==> src/rtl/ps2_key_pkg.sv <==
// Shared types and constants for the PS/2 key decoder: parser states,
// scan-code prefixes, the buffered key-event record and byte classifiers.
package ps2_key_pkg;

  localparam int PS2_FIFO_DEPTH_DEFAULT = 4;

  localparam logic [7:0] PS2_EXT_PREFIX   = 8'hE0;
  localparam logic [7:0] PS2_BREAK_PREFIX = 8'hF0;
  localparam logic [7:0] PS2_PAUSE_PREFIX = 8'hE1;
  localparam logic [7:0] PS2_NULL_BYTE    = 8'h00;
  localparam logic [7:0] PS2_ERROR_BYTE   = 8'hFF;

  typedef enum logic [1:0] {
    IDLE    = 2'd0,
    EXT     = 2'd1,
    BRK     = 2'd2,
    EXT_BRK = 2'd3
  } ps2_state_e;

  typedef struct packed {
    logic       brk;
    logic       extended;
    logic [7:0] code;
  } key_event_t;

  // Bytes that never form an event in the press path and abort any prefix.
  function automatic logic is_filler_byte(input logic [7:0] b);
    return (b == PS2_NULL_BYTE) || (b == PS2_ERROR_BYTE) || (b == PS2_PAUSE_PREFIX);
  endfunction

  // Bytes that cannot legally follow a break prefix.
  function automatic logic is_break_discard(input logic [7:0] b);
    return (b == PS2_NULL_BYTE) || (b == PS2_ERROR_BYTE) ||
           (b == PS2_EXT_PREFIX) || (b == PS2_BREAK_PREFIX);
  endfunction

endpackage

==> src/rtl/ps2_key_decoder_if.sv <==
// Key-event stream between the decoder (master) and its consumer (slave):
// valid/ready handshake carrying scan code, break and extended flags.
interface ps2_key_decoder_if;
  logic       Key_valid;
  logic       Key_ready;
  logic [7:0] Key_code;
  logic       Key_break;
  logic       Key_extended;

  modport master (
    output Key_valid,
    output Key_code,
    output Key_break,
    output Key_extended,
    input  Key_ready
  );

  modport slave (
    input  Key_valid,
    input  Key_code,
    input  Key_break,
    input  Key_extended,
    output Key_ready
  );
endinterface

==> src/rtl/ps2_event_fifo.sv <==
// First-word-fall-through FIFO of key events with simultaneous push/pop
// (even when full), drop-on-full and a sticky overflow flag.
module ps2_event_fifo
  import ps2_key_pkg::*;
#(
  parameter int DEPTH = PS2_FIFO_DEPTH_DEFAULT
) (
  input  logic                       clk_i,
  input  logic                       rst_i,
  input  logic                       push_i,
  input  key_event_t                 push_data_i,
  input  logic                       pop_i,
  output key_event_t                 head_o,
  output logic                       valid_o,
  output logic [$clog2(DEPTH):0]     count_o,
  output logic                       overflow_o
);

  localparam int AW = $clog2(DEPTH);
  localparam int CW = AW + 1;
  localparam logic [AW-1:0] PTR_ONE   = AW'(1'b1);
  localparam logic [AW-1:0] PTR_LAST  = AW'(DEPTH - 1);
  localparam logic [CW-1:0] CNT_ONE   = CW'(1'b1);
  localparam logic [CW-1:0] CNT_FULL  = CW'(DEPTH);

  key_event_t    mem_q [DEPTH];
  logic [AW-1:0] wr_q, wr_d;
  logic [AW-1:0] rd_q, rd_d;
  logic [CW-1:0] cnt_q, cnt_d;
  logic          ovf_q, ovf_d;
  logic          empty_s, full_s, do_pop_s, do_push_s, drop_s;

  assign empty_s   = (cnt_q == {CW{1'b0}});
  assign full_s    = (cnt_q == CNT_FULL);
  assign do_pop_s  = pop_i & ~empty_s;
  // A pop in the same cycle frees the slot, so a full FIFO still accepts.
  assign do_push_s = push_i & (~full_s | do_pop_s);
  assign drop_s    = push_i & full_s & ~do_pop_s;

  // Pointer, occupancy and overflow next-state.
  always_comb begin
    wr_d  = wr_q;
    rd_d  = rd_q;
    cnt_d = cnt_q;
    ovf_d = ovf_q | drop_s;
    if (do_push_s) begin
      wr_d = (wr_q == PTR_LAST) ? {AW{1'b0}} : (wr_q + PTR_ONE);
    end else begin
      wr_d = wr_q;
    end
    if (do_pop_s) begin
      rd_d = (rd_q == PTR_LAST) ? {AW{1'b0}} : (rd_q + PTR_ONE);
    end else begin
      rd_d = rd_q;
    end
    case ({do_push_s, do_pop_s})
      2'b10:   cnt_d = cnt_q + CNT_ONE;
      2'b01:   cnt_d = cnt_q - CNT_ONE;
      default: cnt_d = cnt_q;
    endcase
  end

  // Storage and control registers.
  always_ff @(posedge clk_i) begin
    if (rst_i) begin
      wr_q  <= {AW{1'b0}};
      rd_q  <= {AW{1'b0}};
      cnt_q <= {CW{1'b0}};
      ovf_q <= 1'b0;
      for (int i = 0; i < DEPTH; i++) begin
        mem_q[i] <= '0;
      end
    end else begin
      wr_q  <= wr_d;
      rd_q  <= rd_d;
      cnt_q <= cnt_d;
      ovf_q <= ovf_d;
      if (do_push_s) begin
        mem_q[wr_q] <= push_data_i;
      end
    end
  end

  assign valid_o    = ~empty_s;
  assign head_o     = empty_s ? key_event_t'('0) : mem_q[rd_q];
  assign count_o    = cnt_q;
  assign overflow_o = ovf_q;

endmodule

==> src/rtl/ps2_key_decoder.sv <==
// PS/2 scan-code set 2 parser feeding a key-event FIFO. Optional typematic
// repeat suppression is enabled with PS2_KEY_TYPEMATIC_FILTER_EN.
module ps2_key_decoder
  import ps2_key_pkg::*;
#(
  parameter int FIFO_DEPTH = PS2_FIFO_DEPTH_DEFAULT
) (
  input  logic                         Clock,
  input  logic                         Reset,
  input  logic [7:0]                   PS2_code,
  input  logic                         PS2_code_ready,
  ps2_key_decoder_if.master            key_if,
  output logic [$clog2(FIFO_DEPTH):0]  Fifo_count,
  output logic                         Overflow
);

  ps2_state_e state_q, state_d;
  logic       ready_buf_q;
  logic       capture_s;
  logic       ev_valid_s;
  key_event_t ev_s;
  logic       suppress_s;
  logic       push_s;
  logic       pop_s;
  logic       fifo_valid_s;
  key_event_t head_s;

  assign capture_s = PS2_code_ready & ~ready_buf_q;

  // Parser next-state and event decode on captured bytes.
  always_comb begin
    state_d     = state_q;
    ev_valid_s  = 1'b0;
    ev_s        = '0;
    ev_s.code   = PS2_code;
    if (capture_s) begin
      case (state_q)
        IDLE: begin
          if (PS2_code == PS2_EXT_PREFIX) begin
            state_d = EXT;
          end else if (PS2_code == PS2_BREAK_PREFIX) begin
            state_d = BRK;
          end else if (is_filler_byte(PS2_code)) begin
            state_d = IDLE;
          end else begin
            ev_valid_s = 1'b1;
          end
        end
        EXT: begin
          if (PS2_code == PS2_BREAK_PREFIX) begin
            state_d = EXT_BRK;
          end else if (PS2_code == PS2_EXT_PREFIX) begin
            state_d = EXT;
          end else if (is_filler_byte(PS2_code)) begin
            state_d = IDLE;
          end else begin
            ev_valid_s    = 1'b1;
            ev_s.extended = 1'b1;
            state_d       = IDLE;
          end
        end
        BRK, EXT_BRK: begin
          state_d = IDLE;
          if (!is_break_discard(PS2_code)) begin
            ev_valid_s    = 1'b1;
            ev_s.brk      = 1'b1;
            ev_s.extended = (state_q == EXT_BRK);
          end else begin
            ev_valid_s = 1'b0;
          end
        end
        default: state_d = IDLE;
      endcase
    end else begin
      state_d = state_q;
    end
  end

  // Parser state and edge-detect register; ready_buf resets high so a level
  // held through reset is not mistaken for a fresh byte.
  always_ff @(posedge Clock) begin
    if (Reset) begin
      state_q     <= IDLE;
      ready_buf_q <= 1'b1;
    end else begin
      state_q     <= state_d;
      ready_buf_q <= PS2_code_ready;
    end
  end

`ifdef PS2_KEY_TYPEMATIC_FILTER_EN
  logic       lm_valid_q, lm_valid_d;
  logic       lm_ext_q, lm_ext_d;
  logic [7:0] lm_code_q, lm_code_d;
  logic       lm_match_s;

  assign lm_match_s = lm_valid_q && (lm_ext_q == ev_s.extended) && (lm_code_q == ev_s.code);

  // Track the held key; auto-repeat makes of it are swallowed until release.
  always_comb begin
    lm_valid_d = lm_valid_q;
    lm_ext_d   = lm_ext_q;
    lm_code_d  = lm_code_q;
    suppress_s = 1'b0;
    if (ev_valid_s && !ev_s.brk) begin
      if (lm_match_s) begin
        suppress_s = 1'b1;
      end else begin
        lm_valid_d = 1'b1;
        lm_ext_d   = ev_s.extended;
        lm_code_d  = ev_s.code;
      end
    end else if (ev_valid_s && ev_s.brk && lm_match_s) begin
      lm_valid_d = 1'b0;
    end else begin
      lm_valid_d = lm_valid_q;
    end
  end

  // Last-make register.
  always_ff @(posedge Clock) begin
    if (Reset) begin
      lm_valid_q <= 1'b0;
      lm_ext_q   <= 1'b0;
      lm_code_q  <= 8'h00;
    end else begin
      lm_valid_q <= lm_valid_d;
      lm_ext_q   <= lm_ext_d;
      lm_code_q  <= lm_code_d;
    end
  end
`else
  assign suppress_s = 1'b0;
`endif

  assign push_s = ev_valid_s & ~suppress_s;
  assign pop_s  = fifo_valid_s & key_if.Key_ready;

  ps2_event_fifo #(
    .DEPTH (FIFO_DEPTH)
  ) u_fifo (
    .clk_i       (Clock),
    .rst_i       (Reset),
    .push_i      (push_s),
    .push_data_i (ev_s),
    .pop_i       (pop_s),
    .head_o      (head_s),
    .valid_o     (fifo_valid_s),
    .count_o     (Fifo_count),
    .overflow_o  (Overflow)
  );

  assign key_if.Key_valid    = fifo_valid_s;
  assign key_if.Key_code     = head_s.code;
  assign key_if.Key_break    = head_s.brk;
  assign key_if.Key_extended = head_s.extended;

endmodule

==> src/flat_wrapper.sv <==
// flat-port wrapper written by rule: the top's interface ports become plain ports
module ps2_key_decoder_flat import ps2_key_pkg::*;
#(
  parameter int FIFO_DEPTH = PS2_FIFO_DEPTH_DEFAULT
)
  (Clock, Reset, PS2_code, PS2_code_ready, Fifo_count, Overflow, key_if_Key_valid, key_if_Key_code, key_if_Key_break, key_if_Key_extended, key_if_Key_ready);
  ps2_key_decoder_if key_if_i ();
  input  logic Clock;
  input  logic Reset;
  input  logic [7:0] PS2_code;
  input  logic PS2_code_ready;
  output logic [$clog2(FIFO_DEPTH):0] Fifo_count;
  output logic Overflow;
  output wire logic [$bits(key_if_i.Key_valid)-1:0] key_if_Key_valid;
  output wire logic [$bits(key_if_i.Key_code)-1:0] key_if_Key_code;
  output wire logic [$bits(key_if_i.Key_break)-1:0] key_if_Key_break;
  output wire logic [$bits(key_if_i.Key_extended)-1:0] key_if_Key_extended;
  input wire logic [$bits(key_if_i.Key_ready)-1:0] key_if_Key_ready;
  assign key_if_Key_valid = key_if_i.Key_valid;
  assign key_if_Key_code = key_if_i.Key_code;
  assign key_if_Key_break = key_if_i.Key_break;
  assign key_if_Key_extended = key_if_i.Key_extended;
  assign key_if_i.Key_ready = key_if_Key_ready;
  ps2_key_decoder #(.FIFO_DEPTH(FIFO_DEPTH)) u_core (.Clock(Clock), .Reset(Reset), .PS2_code(PS2_code), .PS2_code_ready(PS2_code_ready), .key_if(key_if_i), .Fifo_count(Fifo_count), .Overflow(Overflow));
endmodule
==> config.mk <==
export PLATFORM = sky130hd
export DESIGN_NAME = ps2_key_decoder_flat
export DESIGN_NICKNAME = d
export VERILOG_FILES = /design/src/rtl/ps2_key_pkg.sv /design/src/rtl/ps2_key_decoder_if.sv /design/src/rtl/ps2_event_fifo.sv /design/src/rtl/ps2_key_decoder.sv /design/src/flat_wrapper.sv
export SDC_FILE = /design/constraint.sdc
export NUM_CORES = 1
export LEC_CHECK = 0
export CAP_MARGIN = 20
export CORE_MARGIN = 2
export CORE_UTILIZATION = 45
export CTS_CLUSTER_DIAMETER = 80
export DETAILED_ROUTE_END_ITERATION = 16
export GPL_TIMING_DRIVEN = 0
export PLACE_DENSITY = 0.68
export SYNTH_ARGS = -nofsm -noshare
export SYNTH_HDL_FRONTEND = slang
export SYNTH_SLANG_ARGS = --single-unit
==> constraint.sdc <==
create_clock -name Clock -period 2.3 [get_ports Clock]
set_input_delay 0.345 -clock Clock [delete_from_list [all_inputs] [get_ports Clock]]
set_output_delay 0.345 -clock Clock [all_outputs]
set_load 0.1 [all_outputs]
Word level (Yosys, flattened, before mapping)
Memory sizes are Yosys's and may differ from the RTL's. A register that Yosys moved wholly into a read port is not among the register bits.
Index checks and enable logic that the tools add are counted.
{"block": "totals", "register_bits": 11, "latchBits": 0, "ramBits": 40, "romBits": 0, "input_bits": 12, "output_inout_bits": 15, "wordCells": 79, "mem_count": 1}
{"block": "op_classes", "n_addsub": 4, "multipliers": 0, "div_mod_pow": 0, "order_cmp": 0, "eq_ne": 13, "n_shift": 0, "n_mux": 32, "n_bitwise": 12, "reduce_logical": 11}
{"name": "u_core.u_fifo.mem_q", "words": 4, "word_bits": 10, "read_ports": 1, "rd_ports_with_merged_regs": 1, "wr": 4, "line": "ps2_event_fifo.sv:26", "rtl": "key_event_t mem_q [DEPTH];"}
{"cell": "equality test 8 bit (second input constant)", "n": 4}
{"cell": "2-to-1 mux 2 bit", "n": 11}
{"cell": "2-to-1 mux 10 bit", "n": 2}
{"cell": "2-to-1 mux 1 bit", "n": 15}
{"cell": "equality test 2 bit (second input constant)", "n": 5}
{"cell": "OR reduction 10 bit", "n": 1}
{"cell": "zero test 8 bit", "n": 1}
{"cell": "AND 1 bit", "n": 6}
{"cell": "one-hot mux 2 bit (3 select lines)", "n": 1}
{"cell": "one-hot mux 3 bit (2 select lines)", "n": 1}
{"cell": "adder 2 x 1 -> 2 bit (second input constant)", "n": 2}
{"cell": "equality test 2 x 1 -> 1 bit (second input constant)", "n": 2}
{"cell": "logical OR 1 bit", "n": 4}
{"cell": "!= test 4 x 1 -> 1 bit (second input constant)", "n": 1}
{"cell": "inverter 1 bit", "n": 4}
{"cell": "adder 3 x 1 -> 3 bit (second input constant)", "n": 1}
{"cell": "equality test 3 bit (second input constant)", "n": 1}
{"cell": "zero test 3 bit", "n": 1}
{"cell": "one-hot mux 1 bit (3 select lines)", "n": 1}
{"cell": "subtractor 3 x 1 -> 3 bit (second input constant)", "n": 1}
{"cell": "zero test 2 bit", "n": 1}
{"cell": "OR 1 bit", "n": 2}
{"cell": "one-hot mux 1 bit (2 select lines)", "n": 1}
{"cell": "AND reduction 2 bit", "n": 1}
{"cell": "2 further kinds", "n": 2}

Longest topological paths before layout
{"block": "depth", "depth_word": 14, "mapped_depth": 8, "ltp_nobuf": 8}

Cells and area by module
From an unflattened synthesis, not the netlist that was laid out.
{"block": "unflattened", "hier_cells": 194, "hier_area_um2": 2555.0}
{"mod": "ps2_event_fifo", "instances": 1, "cells_each": 166, "area_each_um2": 2326.0, "seq_area_each_um2": 1401.3}
{"mod": "ps2_key_decoder", "instances": 1, "cells_each": 28, "area_each_um2": 229.0, "seq_area_each_um2": 60.1}

Worst setup path before layout
Ideal clock, no wire load.
{"block": "synth_timing", "path_type": "reg2out", "from": "register u_core.u_fifo.cnt_q[0] (netlist: u_core.u_fifo.count_o[0])", "to": "output port key_if_Key_code[0]", "arrival_ns": 3.169, "required_ns": 1.955, "setup_slack_ns": -1.214, "path_stages_with_launch": 4, "n_path_buf": 1, "cell_sequence": "dfxtp_1 or3_1 clkbuf_1 and2_1"}
{"block": "synth_between", "elab_chain_cells": 2}
{"item": "start, declared", "line": "ps2_event_fifo.sv:29", "rtl": "logic [CW-1:0] cnt_q, cnt_d;"}
{"item": "start signal, assigned", "line": "ps2_event_fifo.sv:68", "rtl": "cnt_q <= {CW{1'b0}};"}
{"item": "start signal, assigned", "line": "ps2_event_fifo.sv:76", "rtl": "cnt_q <= cnt_d;"}
{"item": "zero test 3 bit", "line": "ps2_event_fifo.sv:33", "rtl": "assign empty_s = (cnt_q == {CW{1'b0}});"}
{"item": "2-to-1 mux 10 bit", "line": "ps2_event_fifo.sv:85", "rtl": "assign head_o = empty_s ? key_event_t'('0) : mem_q[rd_q];"}
{"item": "end, declared", "line": "flat_wrapper.sv:15", "rtl": "output wire logic [$bits(key_if_i.Key_code)-1:0] key_if_Key_code;"}
No other way between the ends.

Worst setup path after layout
{"block": "layout_timing", "from": "input port PS2_code[2]", "to": "register u_core.u_fifo.cnt_q[2] (netlist: u_core.u_fifo.count_o[2])"}
{"block": "layout_between", "elab_chain_cells": 11, "elab_cells_between_ends": 22, "classes_between": "eq/ne (6); mux (9); bitwise (1); reduce/logical (6)"}
{"item": "start, declared", "line": "flat_wrapper.sv:10", "rtl": "input logic [7:0] PS2_code;"}
{"item": "equality test 8 bit / zero test 8 bit (equally long branches)", "line": "ps2_key_pkg.sv:28, ps2_key_pkg.sv:33"}
{"item": "logical OR 1 bit", "line": "ps2_key_pkg.sv:28, ps2_key_pkg.sv:33"}
{"item": "logical OR 1 bit", "line": "ps2_key_pkg.sv:28", "rtl": "return (b == PS2_NULL_BYTE) || (b == PS2_ERROR_BYTE) || (b == PS2_PAUSE_PREFIX);"}
{"item": "2-to-1 mux 1 bit", "line": "ps2_key_decoder.sv:43, ps2_key_decoder.sv:54"}
{"item": "2-to-1 mux 1 bit, on equally long branches", "line": "ps2_key_decoder.sv:52, ps2_key_decoder.sv:41"}
{"item": "2-to-1 mux 1 bit, on equally long branches", "line": "ps2_key_decoder.sv:50, ps2_key_decoder.sv:39"}
{"item": "one-hot mux 1 bit (3 select lines) *", "line": "ps2_key_decoder.sv:37", "rtl": "case (state_q)"}
{"item": "2-to-1 mux 1 bit *", "line": "ps2_key_decoder.sv:36", "rtl": "if (capture_s) begin"}
{"item": "AND 1 bit *", "line": "ps2_event_fifo.sv:37", "rtl": "assign do_push_s = push_i & (~full_s | do_pop_s);"}
{"item": "equality test 2 x 1 -> 1 bit / equality test 2 bit (equally long branches)", "line": "ps2_event_fifo.sv:56", "rtl": "case ({do_push_s, do_pop_s})"}
{"item": "one-hot mux 3 bit (2 select lines) / nonzero test 2 bit (equally long branches)"}
Every way passes the cells marked *; elsewhere a longest branch is shown, timed or not.
A chain may end at the register's enable or synchronous reset.

==> impl_metrics.csv <==
group,metric,value,unit
yosys,yosys-top-cells-area,"edfxtp_1, dfxtp_1, and2_1",
floorplanning,initial_utilization,0.466,
placed_design,gp_congestion,0.773,
yosys,yosys_most_used_dff,"edfxtp_1",
critical_path,crit_required,2.48,ns
yosys,synth_enable_flop_cells,40,
layout,area_growth,18.9,%
critical_path,regToRegStartpoint,"u_core.state_q[1]",
global_route,grt_pass1_wl,8.15,mm
yosys,async_reset_ff_frac,0,
pwr,p_total,0.00244,W
detailed_routing,dr.first_iter.drc_count,76,
min_path,min_path_type,"in -> reg",
timing,period_minus_slack,2.26,ns
critical_path,arrival,2.44,ns
detailed_routing,drtPass1Iterations,4,
layout,nFillCells,469,
placed_design,hpwl,3.17,mm
timing,hold_viol,0,
timing,fin_crit_sh,0.982,
floorplanning,die_h,79.3,um
detailed_routing,vias_per_cell,5.22,
global_route,grt_pass1_vias,1612,
critical_path,end_kind,"flop",
critical_path,path_class,"in -> reg",
global_route,antenna_found_initial,0,
cts,cts_tree,"done",
floorplanning,ios,27,
floorplanning,die_x,79.3,um
timing,maxSlewViolCount,0,
critical_path,crit_fanout,7,
yosys,yosysUniqueCellTypes,46,
timing,setup_violations,0,
floorplanning,core-area,5470,um2
yosys,yosysTopAreaCell,"edfxtp_1",
yosys,syn_inst,193,
timing,relSlewSlack,0.349,
cts,holdBufCountCts,0,
flow_run,max-cap-violations,0,
detailed_routing,postRouteAntennaNets,0,
global_route,overflow,0,
status,outcome,"completed",
pwr,power_density,807,nW/um2
floorplanning,die_area,6280,um2
global_route,grt_usage,0.176,
yosys,ys_seq_area_frac,0.573,
yosys,synth_common_cells,"edfxtp_1, and2_1, dfxtp_1",
timing,timing.hold.ws,0.275,ns
detailed_routing,drc,0,
timing,finClkSkew,0.00401,ns
yosys,netlist_area,2550,um2
detailed_routing,wl_per_cell,16.2,um
yosys,synth_nets,208,
timing,worst_slew_pin_slew,0.974,ns
cts,cts.sinks,53,
min_path,hold_start,"PS2_code_ready",
placed_design,dpl_cell_area,2920,um2
critical_path,crit_start,"PS2_code[2]",
cts,clkLatencyLatePin,0.30,ns
critical_path,rr_worst_depth,8,
yosys,ys_seq_elements,53,
cts,cts_buffers,5,
timing,max_freq,443,MHz
layout,drive_above_1_share,0.372,
detailed_routing,wl,4.96,mm
yosys,avgSynthCellArea,13.2,um2
detailed_routing,vias,1598,
cts,cts_max_path_buffers,2,
min_path,holdPathStages,2,
yosys,yosysTopAreaCellShare,0.471,
critical_path,start_kind,"input pin",
cts,cts.clk_slew.worst_paths,0.09,ns
yosys,ys_warn_count,0,
pwr,irDropWorstVdd,0.000562,V
layout,final_net_count,248,
timing,rsz0062_at_grt,"yes",
floorplanning,placement_rows,27,
pwr,leakage,1.16,nW
cts,htreeDepth,2,
cts,root_buffer,"clkbuf_8",
layout,final_util,0.553,
layout,multiInputGateArea,1090,um2
placed_design,io_buffers,25,
layout,seq_area,1470,um2
global_route,grt_start_max_net_pins,16,
yosys,yosysMostFrequentCell,"edfxtp_1",
layout,num_antenna_cells,0,
layout,stdcell_area,3030,um2
kinds of logic after synthesis:
kind of cell | Yosys count | synth area share
AND/OR/NAND/NOR | 88 | 0.221
flip-flops | 53 | 0.573
AO/OA/AOI/OAI | 21 | 0.0599
buffers and inverters | 16 | 0.0304
multiplexers | 12 | 0.0972
adder cells (fa/ha/maj) | 3 | 0.0177
registers in the layout, indices dropped and copies added, names as in the netlist, named ones only:
| signal | cells |
|---|---|
| u_core.state_q | 2 |
| u_core.u_fifo.count_o | 3 |
| u_core.u_fifo.rd_q | 2 |
| u_core.u_fifo.mem_q | 40 |
| u_core.u_fifo.wr_q | 2 |
| u_core.u_fifo.overflow_o | 1 |
| u_core.ready_buf_q | 1 |
layout make-up:
class / instances / area share
Tap cell: 72 / 0.0297
Inverter: 6 / 0.00743
Sequential cell: 53 / 0.484
Timing Repair Buffer: 31 / 0.0739
Clock inverter: 2 / 0.00330
Clock buffer: 6 / 0.0240
Multi-Input combinational cell: 127 / 0.360
Buffer: 9 / 0.0182
where the power goes:
| part | switching [W] | total [W] | internal, W | leakage [nW] |
|---|---|---|---|---|
| Clock | 0.000299 | 0.000511 | 0.000212 | 0.0450 |
| Combinational | 0.000597 | 0.000820 | 0.000223 | 0.596 |
| Sequential | 0.0000333 | 0.00111 | 0.00108 | 0.521 |
| Total | 0.000930 | 0.00244 | 0.00152 | 1.16 |
final timing paths:
path | slack [ns] | end
worst min register to register | 0.48 | u_core.state_q[1]
worst max-delay path | 0.04 | u_core.u_fifo.count_o[2]
worst min-delay path | 0.27 | u_core.ready_buf_q
worst max register to register | 0.09 | u_core.u_fifo.count_o[2]
timing repair:
action                     4_1_cts  5_1_grt
buffers inserted                 4        2
resized for setup               81       19
setup endpoints to repair       80       51
gates cloned                     0        3
pin swaps                        3        9
cell usage in the layout (no fill, tap or decap), drive strengths merged, types with 4 or more instances in the layout:
cell,instances
nand2,6
mux4,10
clkdlybuf4s50,5
and2,41
inv,6
edfxtp,40
a21oi,9
buf,25
or2,7
nor3,5
clkbuf,13
nor2,10
dfxtp,13
nor4,4
routing by layer:
layer  track usage  vias to the layer above  wire (um)
li1              -                      784          -
met1         0.230                      779       2230
met2         0.288                       29       2440
met3        0.0398                        6        201
met4        0.0672                        0         83
met5             0                        -          0
per-stage QoR:
stage / worst slack (ns) / setup TNS, ns / std cells
4_1_cts: 0.00167 / 0 / 301
6_report: 0.0413 / 0 / 306
5_1_grt: -0.0666 / -0.117 / 306
3_5_place_dp: -1.11 / -52.54 / 290
3_3_place_gp: -1.06 / -51.97 / 290
2_1_floorplan: -0.110 / -3.33 / 193
worst max-delay path, cell delays in order:
cell and delay, ns:
buf_2 0.16, nor4_4 0.39, a32oi_2 0.14, o21ai_4 0.25, nand3_2 0.12, fa_2 0.40
or3_1 0.38, a31oi_1 0.17, a21oi_1 0.08
Note: power is estimated with default switching activity, not from simulation.
